**src/rtl/ahb_pkg.sv**
```systemverilog
// ahb_pkg: shared AHB-Lite encodings for masters and slaves.
//   htrans_e : transfer type codes (IDLE, BUSY, NONSEQ, SEQ)
//   hburst_e : burst type codes
//   hsize_e  : transfer size codes (BYTE, HALF, WORD)
//   hresp_e  : response codes (OKAY, ERROR)
package ahb_pkg;

    typedef enum logic [1:0] {
        HTRANS_IDLE   = 2'b00,
        HTRANS_BUSY   = 2'b01,
        HTRANS_NONSEQ = 2'b10,
        HTRANS_SEQ    = 2'b11
    } htrans_e;

    typedef enum logic [2:0] {
        HBURST_SINGLE = 3'b000,
        HBURST_INCR   = 3'b001,
        HBURST_WRAP4  = 3'b010,
        HBURST_INCR4  = 3'b011
    } hburst_e;

    typedef enum logic [2:0] {
        HSIZE_BYTE = 3'b000,
        HSIZE_HALF = 3'b001,
        HSIZE_WORD = 3'b010
    } hsize_e;

    typedef enum logic {
        HRESP_OKAY  = 1'b0,
        HRESP_ERROR = 1'b1
    } hresp_e;

endpackage

```
**src/rtl/ahb_lite_master.sv**
```systemverilog
// ahb_lite_master: single-transfer AHB-Lite master turning a valid/ready command stream into NONSEQ SINGLE transfers.
//   HCLK/HRESETn          : bus clock, async active-low reset
//   cmd_*                 : local command in (valid/ready, write, addr, size, wdata)
//   rsp_*                 : registered response pulse (rdata, err)
//   HADDR..HWDATA         : AHB-Lite master outputs, all from flops
//   HREADY/HRDATA/HRESP   : AHB-Lite slave-side inputs
module ahb_lite_master
    import ahb_pkg::*;
#(
    parameter logic [3:0] HPROT_VAL = 4'b0011,
    parameter int         ADDR_W    = 32
) (
    input  logic              HCLK,
    input  logic              HRESETn,
    input  logic              cmd_valid,
    output logic              cmd_ready,
    input  logic              cmd_write,
    input  logic [ADDR_W-1:0] cmd_addr,
    input  logic [1:0]        cmd_size,
    input  logic [31:0]       cmd_wdata,
    output logic              rsp_valid,
    output logic [31:0]       rsp_rdata,
    output logic              rsp_err,
    output logic [ADDR_W-1:0] HADDR,
    output logic [1:0]        HTRANS,
    output logic              HWRITE,
    output logic [2:0]        HSIZE,
    output logic [2:0]        HBURST,
    output logic [3:0]        HPROT,
    output logic              HMASTLOCK,
    output logic [31:0]       HWDATA,
    input  logic              HREADY,
    input  logic [31:0]       HRDATA,
    input  logic              HRESP
);

    logic              a_valid_q, a_valid_d;
    logic [ADDR_W-1:0] a_addr_q, a_addr_d;
    logic              a_write_q, a_write_d;
    logic [1:0]        a_size_q, a_size_d;
    logic [31:0]       a_wdata_q, a_wdata_d;
    logic              a_kill_q, a_kill_d;
    logic              d_valid_q, d_valid_d;
    logic              d_write_q, d_write_d;
    logic [31:0]       d_wdata_q, d_wdata_d;
    logic              rsp_valid_q, rsp_valid_d;
    logic [31:0]       rsp_rdata_q, rsp_rdata_d;
    logic              rsp_err_q, rsp_err_d;
    logic              hs;
    logic              a_live;

    // No new command may enter while the bus stalls, a killed transfer waits
    // for its retry, or the current data phase is answering ERROR.
    assign cmd_ready = HREADY & ~a_kill_q & ~(d_valid_q & HRESP);
    assign hs        = cmd_valid & cmd_ready;
    assign a_live    = a_valid_q & ~a_kill_q;

    assign HADDR     = a_addr_q;
    assign HTRANS    = a_live ? HTRANS_NONSEQ : HTRANS_IDLE;
    assign HWRITE    = a_write_q;
    assign HSIZE     = {1'b0, a_size_q};
    assign HBURST    = HBURST_SINGLE;
    assign HPROT     = HPROT_VAL;
    assign HMASTLOCK = 1'b0;
    assign HWDATA    = d_wdata_q;
    assign rsp_valid = rsp_valid_q;
    assign rsp_rdata = rsp_rdata_q;
    assign rsp_err   = rsp_err_q;

    always_comb begin
        a_valid_d   = a_valid_q;
        a_addr_d    = a_addr_q;
        a_write_d   = a_write_q;
        a_size_d    = a_size_q;
        a_wdata_d   = a_wdata_q;
        a_kill_d    = a_kill_q;
        d_valid_d   = d_valid_q;
        d_write_d   = d_write_q;
        d_wdata_d   = d_wdata_q;
        rsp_valid_d = 1'b0;
        rsp_rdata_d = '0;
        rsp_err_d   = 1'b0;
        if (HREADY) begin
            rsp_valid_d = d_valid_q;
            rsp_err_d   = d_valid_q & HRESP;
            rsp_rdata_d = (d_valid_q & ~d_write_q & ~HRESP) ? HRDATA : '0;
            d_valid_d   = a_live;
            d_write_d   = a_live ? a_write_q : d_write_q;
            d_wdata_d   = a_live ? a_wdata_q : d_wdata_q;
            a_kill_d    = 1'b0;
            // A killed transfer keeps its address stage so it is re-driven next cycle.
            if (!a_kill_q) begin
                a_valid_d = hs;
                a_addr_d  = hs ? cmd_addr  : a_addr_q;
                a_write_d = hs ? cmd_write : a_write_q;
                a_size_d  = hs ? cmd_size  : a_size_q;
                a_wdata_d = hs ? cmd_wdata : a_wdata_q;
            end
        end else if (d_valid_q & HRESP) begin
            // First ERROR cycle: drop the pending address phase to IDLE for the second.
            a_kill_d = a_valid_q;
        end
    end

    always_ff @(posedge HCLK or negedge HRESETn) begin
        if (!HRESETn) begin
            a_valid_q   <= 1'b0;
            a_addr_q    <= '0;
            a_write_q   <= 1'b0;
            a_size_q    <= '0;
            a_wdata_q   <= '0;
            a_kill_q    <= 1'b0;
            d_valid_q   <= 1'b0;
            d_write_q   <= 1'b0;
            d_wdata_q   <= '0;
            rsp_valid_q <= 1'b0;
            rsp_rdata_q <= '0;
            rsp_err_q   <= 1'b0;
        end else begin
            a_valid_q   <= a_valid_d;
            a_addr_q    <= a_addr_d;
            a_write_q   <= a_write_d;
            a_size_q    <= a_size_d;
            a_wdata_q   <= a_wdata_d;
            a_kill_q    <= a_kill_d;
            d_valid_q   <= d_valid_d;
            d_write_q   <= d_write_d;
            d_wdata_q   <= d_wdata_d;
            rsp_valid_q <= rsp_valid_d;
            rsp_rdata_q <= rsp_rdata_d;
            rsp_err_q   <= rsp_err_d;
        end
    end

endmodule

```
**config.mk**
```make
export PLATFORM = sky130hd
export DESIGN_NAME = ahb_lite_master
export DESIGN_NICKNAME = d
export VERILOG_FILES = /design/src/rtl/ahb_pkg.sv /design/src/rtl/ahb_lite_master.sv
export SDC_FILE = /design/constraint.sdc
export NUM_CORES = 1
export LEC_CHECK = 0
export ABC_AREA = 1
export CORE_MARGIN = 3
export CORE_UTILIZATION = 35
export DETAILED_ROUTE_END_ITERATION = 10
export PLACE_DENSITY_LB_ADDON = 0.15
export SKIP_LAST_GASP = 1
export SLEW_MARGIN = 10
export SYNTH_ARGS = -nofsm -noshare
export SYNTH_HDL_FRONTEND = slang
export SYNTH_SLANG_ARGS = --single-unit
```
**constraint.sdc**
```tcl
create_clock -name HCLK -period 2 [get_ports HCLK]
set_clock_uncertainty 0.1 [all_clocks]
set_input_delay 0.6 -clock HCLK [delete_from_list [all_inputs] [get_ports HCLK]]
set_output_delay 0.6 -clock HCLK [all_outputs]
set_load 0.05 [all_outputs]
```
Word-level counts from Yosys, hierarchy flattened
Index checks and enable logic that the tools add are counted.
{"block": "totals", "n_memories": 0, "output_inout_bits": 113, "in_bits": 104, "mem_bits_ro": 0, "elab_cells": 34, "register_bits": 137, "ram_bits": 0, "latchBits": 0}
{"block": "classes", "div_mod_pow": 0, "muxes": 7, "order_cmp": 0, "bitwise_logic": 11, "add_sub_neg": 0, "multipliers": 0, "eq_ne": 0, "reduce_logical": 4, "shifts": 0}
{"op": "two-way mux 32 bit", "count": 2}
{"op": "bitwise AND 1 bit", "count": 7}
{"op": "two-way mux 1 bit", "count": 4}
{"op": "NOT 1 bit", "count": 4}
{"op": "AND reduction 2 bit", "count": 2}
{"op": "AND reduction 3 bit", "count": 1}
{"op": "two-way mux 2 bit", "count": 1}
{"op": "nonzero test 2 bit", "count": 1}

Logic depth before layout (Yosys ltp)
{"block": "depth", "ltp_word": 5, "mapped_depth": 7}

Worst setup path after synthesis
OpenSTA, ideal clock, no wires.
{"block": "synth_timing", "path_type": "input to output", "startpoint": "in HRESP", "endpoint": "out cmd_ready", "arrival_ps": 2067, "path_buffers": 1, "path_slack_ps": -767, "required_time_ps": 1300, "cell_stages": 4, "path_cell_list": "nand2_1 -> buf_2 -> inv_1 -> nor3_1"}
{"block": "synth_via", "elab_chain_cells": 3}
{"item": "start: declaration", "line_no": "ahb_lite_master.sv:34", "text": "input logic HRESP"}
{"item": "bitwise AND 1 bit", "line_no": "ahb_lite_master.sv:54", "text": "assign cmd_ready = HREADY & ~a_kill_q & ~(d_valid_q & HRESP);"}
{"item": "NOT 1 bit", "line_no": "ahb_lite_master.sv:54"}
{"item": "bitwise AND 1 bit", "line_no": "ahb_lite_master.sv:54"}
{"item": "end: declaration", "line_no": "ahb_lite_master.sv:16", "text": "output logic cmd_ready,"}
Every way passes these cells.

Worst setup path in the final report
Same ends and word-level chain as after synthesis.

==> flow_summary.yaml <==
timing:
  setup_viol: 0
  period_needed_ps: 1966
  setup_tns_ps: 0
  layout_setup_ws_ps: 33.66
  rsz0062_at_grt: "true"
  clock.fmax_mhz: 508.6
  hold_viol_final: 0
  finalCritPeriodShare: 0.9832
  hold_slack_ps: 368.1
  slew_violations: 0
cells_and_area:
  seqCellArea_sq_um: 3431
  syn2layout_area_growth_pct: 47.32
  diodes: 0
  multi_input_area_sq_um: 1617
  final_nets: 879
  postLayoutCellArea_sq_um: 7974
  fillers: 1345
  drive_gt1_frac: 0.1987
clock_tree:
  cts_buffer_depth: 2
  cts_buffers: 17
  clk_pin_slew_ps: 50
  cts_tree: "done"
  clock_latency_ps: 410
  htree_levels: 4
  cts.sinks: 137
  cts_root_buffer: "clkbuf_16"
floorplan:
  core_sq_um: 14810
  io_pins: 217
  start_util: 0.3655
  fp.dieW_microns: 130.4
  die_h_microns: 130.4
  rows: 44
  die-area_sq_um: 16990
global_route:
  grt_pass1_wl_mm: 23.85
  grt.total_usage: 0.1791
  antenna_found_initial: 0
  grt_overflow_total: 0
  grt_pass1_vias: 4565
  grt_start_max_net_pins: 69
drt:
  vias_per_cell: 4.696
  drc: 0
  wire_per_inst_microns: 15.27
  num_vias: 4550
  antenna_left: 0
  drt_iter0_drc: 272
  drt_first_pass_iters: 4
  routed_wl_mm: 14.80
hold_path:
  hp-class: "reg2reg"
power_and_ir_drop:
  p_total_w: 0.01020
  power_density_nw_per_um2: 1279
  p_leak_nw: 4.252
  peakVddDrop_mv: 0.6141
critical_path:
  worstPathMaxFanout: 2
  crit_type: "in2out"
  crit_path_start_kind: "input port"
  slowest_stage: "clkdlybuf4s15_2"
  path_cells: "clkdlybuf4s15_2 > nand2_8 > inv_4 > nor3_4 > buf_12"
  worstPathArrival_ps: 1270
  worstPathRequired_ps: 1300
  slowest_delay_ps: 230
  crit_path_end_kind: "output pin"
outcome:
  status: "finished clean"
logic_synthesis:
  netlist_area_sq_um: 5413
  synth-main-ff-cell: "dfrtp_1"
  ys_seq_area_frac: 0.6334
  synth_enable_flop_cells: 0
  async_reset_ff_frac: 1.000
  ys_ff_latch: 137
  yosys-top-cells-count: "nand2_1 (206), dfrtp_1 (137), nand4_1 (67)"
  yosys.area.top_type: "dfrtp_1"
  synth.area.top_cells: "dfrtp_1 (63%), nand2_1 (14%), nand4_1 (7.7%)"
  yosysMostFrequentCell: "nand2_1"
  synth_cells: 577
  yosys_warnings: 0
  synthDominantCellAreaShare: 0.6334
  synth.distinct_cells: 18
  syn_area_per_cell_sq_um: 9.381
placed_design:
  dp_hpwl_mm: 9.962
  placed_area_sq_um: 7430
  globalplace.congestion: 0.7096
  portBuffers: 206
  place_ws_ps: -451.8
flow_run:
  cap_violations: 0
critical path, delay by kind of cell:
kind	cells	cell delay, ps
buffers and inverters	3	430
AND/OR/NAND/NOR	2	230
stage by stage:
step | util | cells
floorplan | - | 585
finish | 0.5384 | 969
global route | 0.5384 | 969
detailed placement | 0.5017 | 938
CTS | 0.5384 | 969
global placement | 0.5017 | 938
layout make-up:
class / count / share of cell area
flip-flops and latches: 137 / 0.4303
repair buffers: 224 / 0.2551
multi-input cells: 358 / 0.2027
clock buffers: 25 / 0.05963
well taps: 184 / 0.02887
inverters: 37 / 0.01773
clock inverters: 4 / 0.005649
cells by family (layout without fill, tap and decap cells):
family / Yosys count / after routing / synth area share
flops: 137 / 137 / 0.6334
buf+inv: 90 / 290 / 0.08114
simple gates: 346 / 346 / 0.2822
compound gates: 2 / 2 / 0.001849
other cells: 2 / 10 / 0.001387
sequential cells by signal, indices dropped and copies added (netlist names):
signal,count
HWRITE,1
d_valid_q,1
a_kill_q,1
rsp_rdata,32
a_wdata_q,32
a_size_q,2
HWDATA,32
HADDR,32
rsp_valid,1
d_write_q,1
rsp_err,1
a_valid_q,1
where the power goes:
group / internal [W] / total, W / switching, W
Sequential: 0.00338 / 0.00375 / 0.000365
Combinational: 0.00110 / 0.00362 / 0.00252
Clock: 0.00175 / 0.00283 / 0.00108
worst paths after layout:
| kind | from | to | slack [ps] | depth (start not counted) |
|---|---|---|---|---|
| max | HRESP | cmd_ready | 30 | 5 |
| min | HWDATA[16] | HWDATA[16] | 370 | 2 |
| max reg2reg | d_valid_q | HADDR[7] | 270 | 5 |
| min reg2reg | HWDATA[16] | HWDATA[16] | 370 | 2 |
| max in group asynchronous | HRESETn | d_valid_q | 660 | 3 |
| min in group asynchronous | HRESETn | HWDATA[8] | 550 | 2 |
repair_timing:
item                       in CTS  in global routing
resized for setup               6                  0
setup endpoints to repair       7                  1
hold buffers                    1                  0
hold endpoints to repair       30                  0
pin swaps                       2                  0
setup buffers                   1                  0
per-layer routing:
metal  vias up  share of wire  track usage
met5         -              0            0
met4         0          0.014      0.05687
met3        18          0.073      0.05526
met1      2148           0.45       0.2442
met2       165           0.47       0.2749
li1       2219              -            -
cells in the final DEF (no fill, tap or decap), types with 3 or more instances in the layout:
cell             Yosys  final
nand4_1             67     67
dfrtp_1            137    135
nand2_1            206    205
conb_1               2     10
buf_4               17    112
nand3_1             33     33
clkinv_2             0      3
nor2_1              36     36
buf_12               0      8
inv_1               36     35
clkbuf_1            16      6
clkbuf_16            0     17
clkdlybuf4s50_1      0     99
(Power assumes the default switching activity.)
